[src/rtl/fp_sp_pkg.sv]
// Shared single-precision definitions for the FP unit (mul_sp_seq, div_sp).
// Field widths, special encodings, operand classes and sequencer state encodings.
package fp_sp_pkg;

  localparam int          FP_BIAS    = 127;
  localparam int          FP_EXP_W   = 8;
  localparam int          FP_FRAC_W  = 23;
  localparam int          FP_SIG_W   = 24;
  localparam logic [7:0]  FP_EXP_MAX = 8'hFF;
  localparam logic [31:0] FP_QNAN    = 32'h7FC0_0000;

  typedef enum logic [1:0] {
    FP_ZERO,
    FP_NORMAL,
    FP_INF,
    FP_NAN
  } fp_class_t;

  typedef enum logic [2:0] {
    ST_IDLE,
    ST_UNPACK,
    ST_MULT,
    ST_NORM,
    ST_ROUND
  } fp_state_t;

endpackage

[src/rtl/fp_sp_classify.sv]
// Combinational operand classifier; subnormals are flushed to zero.
// Emits class, sign, biased exponent and the 24-bit significand with hidden bit.
module fp_sp_classify
  import fp_sp_pkg::*;
(
  input  logic [31:0]          x,
  output fp_class_t            cls,
  output logic                 sign,
  output logic [FP_EXP_W-1:0]  expo,
  output logic [FP_SIG_W-1:0]  sig
);

  always_comb begin
    // NOTE: every output gets a default first so no path can infer a latch.
    cls  = FP_NORMAL;
    sign = x[31];
    expo = x[30:FP_FRAC_W];
    sig  = {1'b1, x[FP_FRAC_W-1:0]};
    if (x[30:FP_FRAC_W] == '0) begin
      cls = FP_ZERO;
      sig = '0;
    end else if (x[30:FP_FRAC_W] == FP_EXP_MAX) begin
      cls = (x[FP_FRAC_W-1:0] == '0) ? FP_INF : FP_NAN;
    end
  end

endmodule

[src/rtl/mul_sp_seq.sv]
// Multi-cycle IEEE-754 single-precision multiplier, radix-2^BPC shift-add core.
// Round-to-nearest-even, flush-to-zero on both inputs and outputs; start/done handshake.
module mul_sp_seq
  import fp_sp_pkg::*;
#(
  parameter int BPC = 1
) (
  input  logic        clk,
  input  logic        reset,
  input  logic        i_start,
  input  logic [31:0] i_a,
  input  logic [31:0] i_b,
  output logic        o_busy,
  output logic        o_done,
  output logic [31:0] o_z
);

  localparam int N_MULT = FP_SIG_W / BPC;
  localparam int SUM_W  = 2 * FP_SIG_W + BPC;

  fp_state_t state;

  logic [31:0] a_q, b_q;

  fp_class_t               cls_a, cls_b;
  logic                    sgn_a, sgn_b;
  logic [FP_EXP_W-1:0]     exp_a, exp_b;
  logic [FP_SIG_W-1:0]     sig_a, sig_b;

  fp_sp_classify u_cls_a (.x(a_q), .cls(cls_a), .sign(sgn_a), .expo(exp_a), .sig(sig_a));
  fp_sp_classify u_cls_b (.x(b_q), .cls(cls_b), .sign(sgn_b), .expo(exp_b), .sig(sig_b));

  logic                    s;
  logic signed [9:0]       e;
  logic [FP_SIG_W-1:0]     ma, mb;
  logic [2*FP_SIG_W-1:0]   acc;
  logic [4:0]              cnt;
  logic [FP_FRAC_W-1:0]    m;
  logic                    g, st;
  logic                    special;
  logic [31:0]             special_z;

  // Special-operand detection on the latched operands.
  logic        sp_hit;
  logic        s_w;
  logic [31:0] sp_z;

  always_comb begin
    s_w    = sgn_a ^ sgn_b;
    sp_hit = 1'b1;
    sp_z   = '0;
    if (cls_a == FP_NAN || cls_b == FP_NAN)
      sp_z = FP_QNAN;
    else if ((cls_a == FP_INF && cls_b == FP_ZERO) || (cls_a == FP_ZERO && cls_b == FP_INF))
      sp_z = FP_QNAN;
    else if (cls_a == FP_INF || cls_b == FP_INF)
      sp_z = {s_w, FP_EXP_MAX, 23'b0};
    else if (cls_a == FP_ZERO || cls_b == FP_ZERO)
      sp_z = {s_w, 31'b0};
    else
      sp_hit = 1'b0;
  end

  // One radix-2^BPC step: add the digit partial product at the top, then shift down.
  logic [2*FP_SIG_W-1:0] acc_next;
  assign acc_next = (2*FP_SIG_W)'((SUM_W'(acc)
                    + ((SUM_W'(mb) * SUM_W'(ma[BPC-1:0])) << FP_SIG_W)) >> BPC);

  logic              do_inc;
  logic [FP_SIG_W-1:0] m_inc;
  logic signed [9:0] e_rnd;
  logic [31:0]       round_z;

  always_comb begin
    do_inc  = g & (st | m[0]);
    m_inc   = {1'b0, m} + {23'b0, do_inc};
    e_rnd   = e + $signed({9'b0, m_inc[FP_SIG_W-1]});
    round_z = {s, e_rnd[7:0], m_inc[FP_FRAC_W-1:0]};
    if (e_rnd >= 10'sd255)
      round_z = {s, FP_EXP_MAX, 23'b0};
    else if (e_rnd <= 10'sd0)
      round_z = {s, 31'b0};
  end

  // NOTE: the reset is synchronous, so it lives inside the clocked branch, not in the sensitivity list.
  // NOTE: datapath registers are left unreset; only the control state and visible outputs need it.
  always_ff @(posedge clk) begin
    if (!reset) begin
      state  <= ST_IDLE;
      o_done <= 1'b0;
      o_z    <= '0;
    end else begin
      // NOTE: non-blocking assignments keep every register update on the same edge.
      o_done <= 1'b0;
      case (state)
        ST_IDLE: begin
          if (i_start) begin
            a_q   <= i_a;
            b_q   <= i_b;
            state <= ST_UNPACK;
          end
        end
        ST_UNPACK: begin
          s         <= s_w;
          special   <= sp_hit;
          special_z <= sp_z;
          e         <= $signed({2'b00, exp_a}) + $signed({2'b00, exp_b}) - $signed(10'(FP_BIAS));
          ma        <= sig_a;
          mb        <= sig_b;
          acc       <= '0;
          cnt       <= '0;
          // Specials take the ROUND slot so their result lands two cycles after accept.
          state     <= sp_hit ? ST_ROUND : ST_MULT;
        end
        ST_MULT: begin
          acc <= acc_next;
          ma  <= ma >> BPC;
          cnt <= cnt + 5'd1;
          if (cnt == 5'(N_MULT - 1))
            state <= ST_NORM;
        end
        ST_NORM: begin
          if (acc[47]) begin
            m  <= acc[46:24];
            g  <= acc[23];
            st <= |acc[22:0];
            e  <= e + 10'sd1;
          end else begin
            m  <= acc[45:23];
            g  <= acc[22];
            st <= |acc[21:0];
          end
          state <= ST_ROUND;
        end
        ST_ROUND: begin
          o_z    <= special ? special_z : round_z;
          o_done <= 1'b1;
          state  <= ST_IDLE;
        end
        default: state <= ST_IDLE;
      endcase
    end
  end

  assign o_busy = (state != ST_IDLE);

endmodule

[config.mk]
export PLATFORM = sky130hd
export DESIGN_NAME = mul_sp_seq
export DESIGN_NICKNAME = d
export VERILOG_FILES = /design/src/rtl/fp_sp_pkg.sv /design/src/rtl/fp_sp_classify.sv /design/src/rtl/mul_sp_seq.sv
export SDC_FILE = /design/constraint.sdc
export NUM_CORES = 1
export LEC_CHECK = 0
export BUFFER_PORTS_ARGS = -buffer_cell sky130_fd_sc_hd__buf_2
export CAP_MARGIN = 5
export CORE_ASPECT_RATIO = 0.5
export CORE_UTILIZATION = 40
export CTS_CLUSTER_DIAMETER = 100
export CTS_CLUSTER_SIZE = 14
export DETAILED_ROUTE_END_ITERATION = 12
export GPL_TIMING_DRIVEN = 0
export SYNTH_ARGS = -nofsm -noshare
export SYNTH_HDL_FRONTEND = slang
export SYNTH_HIERARCHICAL = 1
export SYNTH_SLANG_ARGS = --single-unit
[constraint.sdc]
create_clock -name clk -period 7.2 [get_ports clk]
set_clock_uncertainty 0.15 [all_clocks]
set_input_delay 0.36 -clock clk [delete_from_list [all_inputs] [get_ports clk]]
set_output_delay 0.36 -clock clk [all_outputs]
set_load 0.1 [all_outputs]
==> out/summary.txt, run 1 <==
Outcome - completed
Std-Cell Core Area - 29100 um^2
Last weighted congestion value of the routability-driven placer - 0.858
Nature of the critical path endpoint - flip-flop
Area growth syn-to-layout - 19.8%
Setup violations, final - 0
Die extent in y - 124 um
Worst rel slew slack - 31.5%
Met2 Usage GRT - 25.8%
Ant diodes - 0
Longest individual stage delay on the worst path - 0.49 ns
Most common flop cell mapped by yosys - sky130_fd_sc_hd__edfxtp_1
FFs w/ async S/R, synth - 0%
Remaining global-route overflow - 0
Max-cap check violation count - 0
Leakage power summed over all cells - 5.48 nW
Layout Nets - 1326
Met3 routing resource usage after global routing - 3.02%
Seq cells post-synth - 241
DRC violations left - 0
Reg-to-reg endpoint - o_z[25]$_SDFFE_PN0P_
Syn Area/Cell - 11.7 um^2
Share of the cycle needed by the critical path after routing - 57.2%
Setup crit start kind - flip-flop
Crit path kind - reg2reg
Clock tree from TritonCTS - done
Buffer type at the clock tree root - sky130_fd_sc_hd__clkbuf_16
Vias in the first global route - 7704
Pint - 2.27 mW
Power Density - 210 nW/um^2
Net switching power - 717 uW
Yosys warnings - 6
Number of vias per cell - 5.02
Portion of total power attributed to combinational logic - 11.3%
Placed instance area - 13000 um^2
First-pass GRT wire length - 41400 um
Post-Layout Cell Count - 1609
Die footprint - 30500 um^2
GRT met1 Usage - 26.5%
Row Count - 44
Clock latency of the later-clocked register in the worst-skew pair - 0.52 ns
Post-layout min period - 4.12 ns
Post-detailed-placement half-perimeter wirelength - 19500 um
Number of buffers created by CTS - 21
EDFF count, synth - 205
Bufs and invs on worst path - 0
Register-to-register setup slack - 3.08 ns
Number of antenna-violating nets in the routed design - 0
Fill cell count - 2588
Net switching share of the total power - 24.0%
Relative contribution of sequential cells to total power - 54.1%
Final core utilization - 49.0%
Post-Synthesis Cell Area - 11900 um^2
Routed Wire Length - 26200 um
Count of vias placed by the detailed router - 8083
Count of final hold-check violations - 0
Worst-path maximum fanout - 5
Worst path arrival time - 4.39 ns
Crit-path leading delay family - simple AND/OR/NAND/NOR gates
Overall die width - 246 um
Post-cts repair resize count - 0
Worst Reg2Reg Path Length in Cells - 15
IO Port Bufs - 99
Fin Setup TNS - 0 ns
Most utilized layer in the global route result - met1
Unrepaired setup endpoints after global routing - false
Worst supply voltage drop on vdd - 0.000134 V
Pre-antenna DRT Iters - 5
Slew at the pin with the worst max-slew slack - 1.03 ns
Terminating pin of the worst hold path - state[0]$_SDFFE_PN0P_
Maximum number of pins on one net before global-route repair - 35
Worst Hold Depth - 3
Endpoint required time on the critical path - 7.47 ns
Total number of clock tree sinks - 241
Highest attainable clock frequency - 0.243 GHz
Total number of H-tree levels - 1
Combined global-route utilization of all metal layers - 17.4%
Effective utilization at floorplan - 40.9%
Number of standard cells after synthesis - 1019
Final Cell Area - 14300 um^2
Number of unique standard cell types used by synthesis - 63
Clock network fraction of design power - 34.6%
Class of the worst hold path - in2reg
Hold_sp - i_start
Syn_nets - 1134
Initial drt markers - 572
Ratio of cells with drive above 1 in the final layout - 17.8%
Sequential area share after synthesis - 57.8%
DR WL/cell - 16.3 um
Placed Cells incl. Taps - 1515
Most frequent cell on the critical path - sky130_fd_sc_hd__ha_1
Chain of cells forming the critical path - o21a_1 -> ha_1 -> nand3_1 -> or2_2 -> nor2_1 -> and4_1 -> ha_1 -> ha_1 -> nand4_1 -> or2_1 -> xnor2_2 -> o41ai_1 -> a21o_1 -> nand2_1 -> o211ai_1
Clock Pin Slew Worst Setup and Hold Paths - 0.07 ns
Top-level I/O count - 101
Highest-delay cell along the critical path - sky130_fd_sc_hd__o41ai_1
Initial antenna violation count - 0
Buffer levels on the longest clock path - 3
Max-slew violation total from the final report - 0
Start of the worst register-to-register path - m[0]$_DFFE_PP_
==> Yosys cell counts (28+ instances only) <==
cell type	count	share of area [%]
sky130_fd_sc_hd__a21oi_1	35	1.5
sky130_fd_sc_hd__and2_1	73	3.8
sky130_fd_sc_hd__and3_1	36	1.9
sky130_fd_sc_hd__clkbuf_1	28	0.88
sky130_fd_sc_hd__dfxtp_1	36	6.1
sky130_fd_sc_hd__edfxtp_1	205	52
sky130_fd_sc_hd__ha_1	46	4.8
sky130_fd_sc_hd__nand2_1	128	4.0
sky130_fd_sc_hd__nand3_1	48	2.0
sky130_fd_sc_hd__nor2_1	57	1.8
sky130_fd_sc_hd__xnor2_1	37	2.7
sky130_fd_sc_hd__xor2_1	28	2.1
==> flip-flops by register name, indices dropped and copies added, names as in the netlist <==
signal	count
acc	48
a_q	32
b_q	32
o_z	32
ma	24
mb	24
m	23
e	10
cnt	5
special_z	3
state	3
g	1
o_done	1
s	1
special	1
st	1
==> layout make-up <==
class	count	area, um^2	share of cell area [%]
multi-input combinational	695	4640	32.5
buffer	57	314	2.20
inverter	26	97.6	0.684
tap	391	489	3.43
sequential	241	6880	48.2
clock buffer	28	552	3.87
timing repair buffer	169	1270	8.88
clock inverter	2	25.0	0.175
==> power groups by stage <==
| stage | Clock [mW] | Combinational [mW] | Sequential (mW) |
|---|---|---|---|
| final | 1.03 | 0.339 | 1.62 |
| after global routing | 1.11 | 0.376 | 1.62 |
| after CTS | 1.06 | 0.340 | 1.62 |
| after detailed placement | 0 | 0.311 | 1.65 |
| after global placement | 0 | 0.291 | 1.66 |
| after floorplan | 0 | 0.213 | 1.64 |
==> tightest hold or removal path, delay by kind of cell <==
| kind | cells | cell delay (ns) |
|---|---|---|
| buf+inv | 1 | 0.13 |
| compound gates | 1 | 0.09 |
| simple gates | 1 | 0.14 |
==> logic make-up after synthesis <==
logic type	synth area share [%]
adder cells (fa/ha/maj)	5.17
buffers and inverters	3.46
flip-flops	57.8
XOR/XNOR	4.92
AND/OR/NAND/NOR	17.5
multiplexers	2.61
AO/OA/AOI/OAI	8.55
==> cell usage in the layout, fill, tap and decap left out, types with 4 or more instances in the layout <==
master | synthesis | layout
sky130_fd_sc_hd__a211oi_1 | 9 | 9
sky130_fd_sc_hd__a21o_1 | 11 | 11
sky130_fd_sc_hd__a21oi_1 | 35 | 35
sky130_fd_sc_hd__a31oi_1 | 5 | 5
sky130_fd_sc_hd__and2_1 | 73 | 73
sky130_fd_sc_hd__and3_1 | 36 | 36
sky130_fd_sc_hd__and4_1 | 6 | 6
sky130_fd_sc_hd__buf_2 | 5 | 104
sky130_fd_sc_hd__buf_4 | 21 | 21
sky130_fd_sc_hd__clkbuf_1 | 28 | 35
sky130_fd_sc_hd__clkbuf_16 | 0 | 21
sky130_fd_sc_hd__dfxtp_1 | 36 | 36
sky130_fd_sc_hd__dlygate4sd3_1 | 0 | 64
sky130_fd_sc_hd__edfxtp_1 | 205 | 205
sky130_fd_sc_hd__ha_1 | 46 | 46
sky130_fd_sc_hd__inv_1 | 25 | 25
sky130_fd_sc_hd__mux2_2 | 24 | 24
sky130_fd_sc_hd__mux2i_1 | 4 | 4
sky130_fd_sc_hd__nand2_1 | 128 | 128
sky130_fd_sc_hd__nand2b_1 | 6 | 6
sky130_fd_sc_hd__nand3_1 | 48 | 48
sky130_fd_sc_hd__nand4_1 | 15 | 15
sky130_fd_sc_hd__nor2_1 | 57 | 55
sky130_fd_sc_hd__nor3_1 | 9 | 9
sky130_fd_sc_hd__nor4_1 | 19 | 19
sky130_fd_sc_hd__o211ai_1 | 8 | 8
sky130_fd_sc_hd__o21a_1 | 4 | 4
sky130_fd_sc_hd__o21ai_0 | 21 | 21
sky130_fd_sc_hd__o21ai_2 | 6 | 6
sky130_fd_sc_hd__o31ai_1 | 4 | 4
sky130_fd_sc_hd__o31ai_2 | 13 | 13
sky130_fd_sc_hd__or2_2 | 6 | 6
sky130_fd_sc_hd__xnor2_1 | 37 | 37
sky130_fd_sc_hd__xor2_1 | 28 | 28
==> repair_timing <==
| item | 4_1_cts | 5_1_grt |
|---|---|---|
| setup endpoints to repair | 0 | 0 |
| hold buffers | 64 | 0 |
| setup buffers | 0 | 0 |
| hold endpoints to repair | 64 | 0 |
==> layer usage <==
layer	up-vias	share of wire, %
met1	3791	52
met2	186	41
met3	29	4.7
li1	4077	-
met4	0	1.6
met5	-	0
==> stage by stage <==
step	hold WS [ns]	setup WS, ns	power, mW
2_1_floorplan	0.309	1.86	1.86
3_3_place_gp	0.302	-0.625	1.95
3_5_place_dp	0.314	3.12	1.96
4_1_cts	0.104	3.10	3.02
5_1_grt	0.113	2.72	3.11
6_report	0.121	3.08	2.99
==> worst max path at each step <==
stage | cells past startpoint | from | endpoint
after global routing | 15 | m[0]$_DFFE_PP_ | o_z[25]$_SDFFE_PN0P_
after floorplan | 4 | state[2]$_SDFFE_PN0P_ | acc[0]$_SDFFCE_PN0P_
final | 15 | m[0]$_DFFE_PP_ | o_z[25]$_SDFFE_PN0P_
after global placement | 4 | state[2]$_SDFFE_PN0P_ | ma[10]$_DFFE_PP_
after detailed placement | 15 | m[0]$_DFFE_PP_ | o_z[19]$_SDFFE_PN0P_
after CTS | 15 | m[0]$_DFFE_PP_ | o_z[19]$_SDFFE_PN0P_
Note: power is estimated with default switching activity, not from simulation.
==> run 2, diff against run 1 <==
clock period = 3.65 ns   (was 7.2 ns; I/O delays follow)
==> run 2 against run 1 <==
  * Non-clock buffer count up 9
  * Maximum frequency up 17%
  * Sequential power up 97%
  * Critical path type unchanged
  * Critical endpoint is now o_z[4]$_SDFFE_PN0P_
  * Largest cell class unchanged
==> out/summary.txt, run 2 (synthesis results as in run 1) <==
Outcome - completed
Net switching power - 1.41 mW
Total number of H-tree levels - 1
Clock network fraction of design power - 34.5%
Worst-path maximum fanout - 5
Fin Setup TNS - 0 ns
First-pass GRT wire length - 41400 um
Row Count - 44
Effective utilization at floorplan - 40.9%
Post-Layout Cell Count - 1618
Share of the cycle needed by the critical path after routing - 96.7%
Reg with most FFs - acc
Maximum number of pins on one net before global-route repair - 28
Crit path kind - reg2reg
Slew at the pin with the worst max-slew slack - 1.07 ns
Count of vias placed by the detailed router - 8226
Worst rel slew slack - 29.0%
Layout Nets - 1335
DRC violations left - 0
Number of flip-flops in the largest register - 48
Count of final hold-check violations - 0
Class of the worst hold path - in2reg
Max-slew violation total from the final report - 0
Number of vias per cell - 5.08
Initial antenna violation count - 0
Setup violations, final - 0
Most frequent cells in the layout - sky130_fd_sc_hd__edfxtp_1, sky130_fd_sc_hd__nand2_1, sky130_fd_sc_hd__buf_2
Top-level I/O count - 101
Pre-antenna DRT Iters - 5
Power Density - 409 nW/um^2
Placed Cells incl. Taps - 1515
Number of buffers created by CTS - 21
Die extent in y - 124 um
Highest attainable clock frequency - 0.283 GHz
Std-Cell Core Area - 29100 um^2
Endpoint required time on the critical path - 3.93 ns
Power, Total - 5.89 mW
Nature of the critical path endpoint - flip-flop
Worst slack at placement - -0.422 ns
Number of antenna-violating nets in the routed design - 0
Last weighted congestion value of the routability-driven placer - 0.876
Post-detailed-placement half-perimeter wirelength - 19300 um
Worst Reg2Reg Path Length in Cells - 17
Area growth syn-to-layout - 21.2%
Leakage power summed over all cells - 5.54 nW
Net switching share of the total power - 24.0%
Setup crit start kind - flip-flop
Initial drt markers - 443
Clock tree from TritonCTS - done
Worst Hold Depth - 2
Total number of clock tree sinks - 241
Hold_sp - reset
Ratio of cells with drive above 1 in the final layout - 19.1%
Overall die width - 246 um
Buffer type at the clock tree root - sky130_fd_sc_hd__clkbuf_16
Reg-to-reg endpoint - o_z[4]$_SDFFE_PN0P_
Combined global-route utilization of all metal layers - 17.3%
Die footprint - 30500 um^2
Start of the worst register-to-register path - m[0]$_DFFE_PP_
Worst path arrival time - 3.81 ns
Worst supply voltage drop on vdd - 0.000351 V
Clock Pin Slew Worst Setup and Hold Paths - 0.07 ns
IO Port Bufs - 99
Buffer levels on the longest clock path - 3
Register-to-register setup slack - 0.12 ns
Post-layout min period - 3.53 ns
Max-cap check violation count - 0
Clock latency of the later-clocked register in the worst-skew pair - 0.52 ns
Pint - 4.48 mW
Routed Wire Length - 26600 um
Terminating pin of the worst hold path - o_z[7]$_SDFFE_PN0P_
Leading cell type in the layout, fill and taps excluded - sky130_fd_sc_hd__edfxtp_1
Relative contribution of sequential cells to total power - 54.1%
Vias in the first global route - 7874
Ant diodes - 0
DR WL/cell - 16.4 um
Portion of total power attributed to combinational logic - 11.4%
Worst-case setup margin in the final layout - 0.120 ns
Remaining global-route overflow - 0
-- run 2: what timing repair did --
action                                  in CTS  in global routing
pin swaps                                    3                  4
endpoints found under the setup margin      30                 25
hold buffers                                65                  0
gates cloned                                 2                  0
hold endpoints to repair                    65                  0
setup buffers                                3                  3
gates resized for setup                     12                  6
-- run 2: power groups by stage --
stage | Clock [mW] | Sequential, mW | Combinational [mW]
2_1_floorplan | 0 | 3.23 | 0.424
3_3_place_gp | 0 | 3.25 | 0.577
3_5_place_dp | 0 | 3.25 | 0.616
4_1_cts | 2.09 | 3.19 | 0.673
5_1_grt | 2.18 | 3.20 | 0.751
6_report | 2.03 | 3.19 | 0.674
-- run 2: how the worst max path moves through the flow --
stage,from,to,slack (ns),cells past startpoint
after floorplan,m[0]$_DFFE_PP_,o_z[19]$_SDFFE_PN0P_,0.14,15
after global placement,state[2]$_SDFFE_PN0P_,a_q[19]$_DFFE_PP_,-0.79,4
after detailed placement,m[0]$_DFFE_PP_,o_z[19]$_SDFFE_PN0P_,-0.42,15
after CTS,m[0]$_DFFE_PP_,o_z[7]$_SDFFE_PN0P_,0.04,16
after global routing,m[0]$_DFFE_PP_,o_z[4]$_SDFFE_PN0P_,-0.008,17
final,m[0]$_DFFE_PP_,o_z[4]$_SDFFE_PN0P_,0.12,17
-- run 2: through the flow --
stage          utilization [%]  hold WS [ns]  cell area, um^2
6_report                  49.5        0.0587            14400
5_1_grt                   49.5        0.0729            14400
4_1_cts                   49.3        0.0547            14400
3_5_place_dp              44.8         0.211            13100
3_3_place_gp              44.3         0.208            12900
2_1_floorplan                -         0.131            11900
-- run 2: worst max-delay path, cell delays in order (launching register included) --
cell and delay (ns):
sky130_fd_sc_hd__edfxtp_1 0.35, sky130_fd_sc_hd__o21a_1 0.15, sky130_fd_sc_hd__ha_4 0.16, sky130_fd_sc_hd__nand3_4 0.08, sky130_fd_sc_hd__or2_4 0.28, sky130_fd_sc_hd__nor2_4 0.10, sky130_fd_sc_hd__and4_4 0.25, sky130_fd_sc_hd__ha_4 0.15
sky130_fd_sc_hd__ha_4 0.15, sky130_fd_sc_hd__nand4_1 0.15, sky130_fd_sc_hd__buf_4 0.19, sky130_fd_sc_hd__nor3_4 0.22, sky130_fd_sc_hd__xnor2_2 0.18, sky130_fd_sc_hd__o41a_1 0.21, sky130_fd_sc_hd__o211ai_2 0.14, sky130_fd_sc_hd__buf_4 0.19
sky130_fd_sc_hd__buf_6 0.13, sky130_fd_sc_hd__o31ai_4 0.21
-- run 2: per-layer routing --
metal,vias to the layer above,GRT usage [%],part of all wire (%),routed length (um)
li1,4096,-,-,-
met1,3964,24.4,50,13200
met2,122,27.5,45,11800
met3,44,3.23,3.6,960
met4,0,4.43,2.0,541
met5,-,0,0,0
-- run 2: area by class of cell --
cell class                      instances  area (um^2)
Buffer                                 57          314
Timing Repair Buffer                  178         1340
Multi-Input combinational cell        695         4730
Sequential cell                       241         6880
Clock buffer                           28          552
Tap cell                              391          489
Clock inverter                          2         25.0
Fill cell                            2560        14700
Inverter                               26         97.6
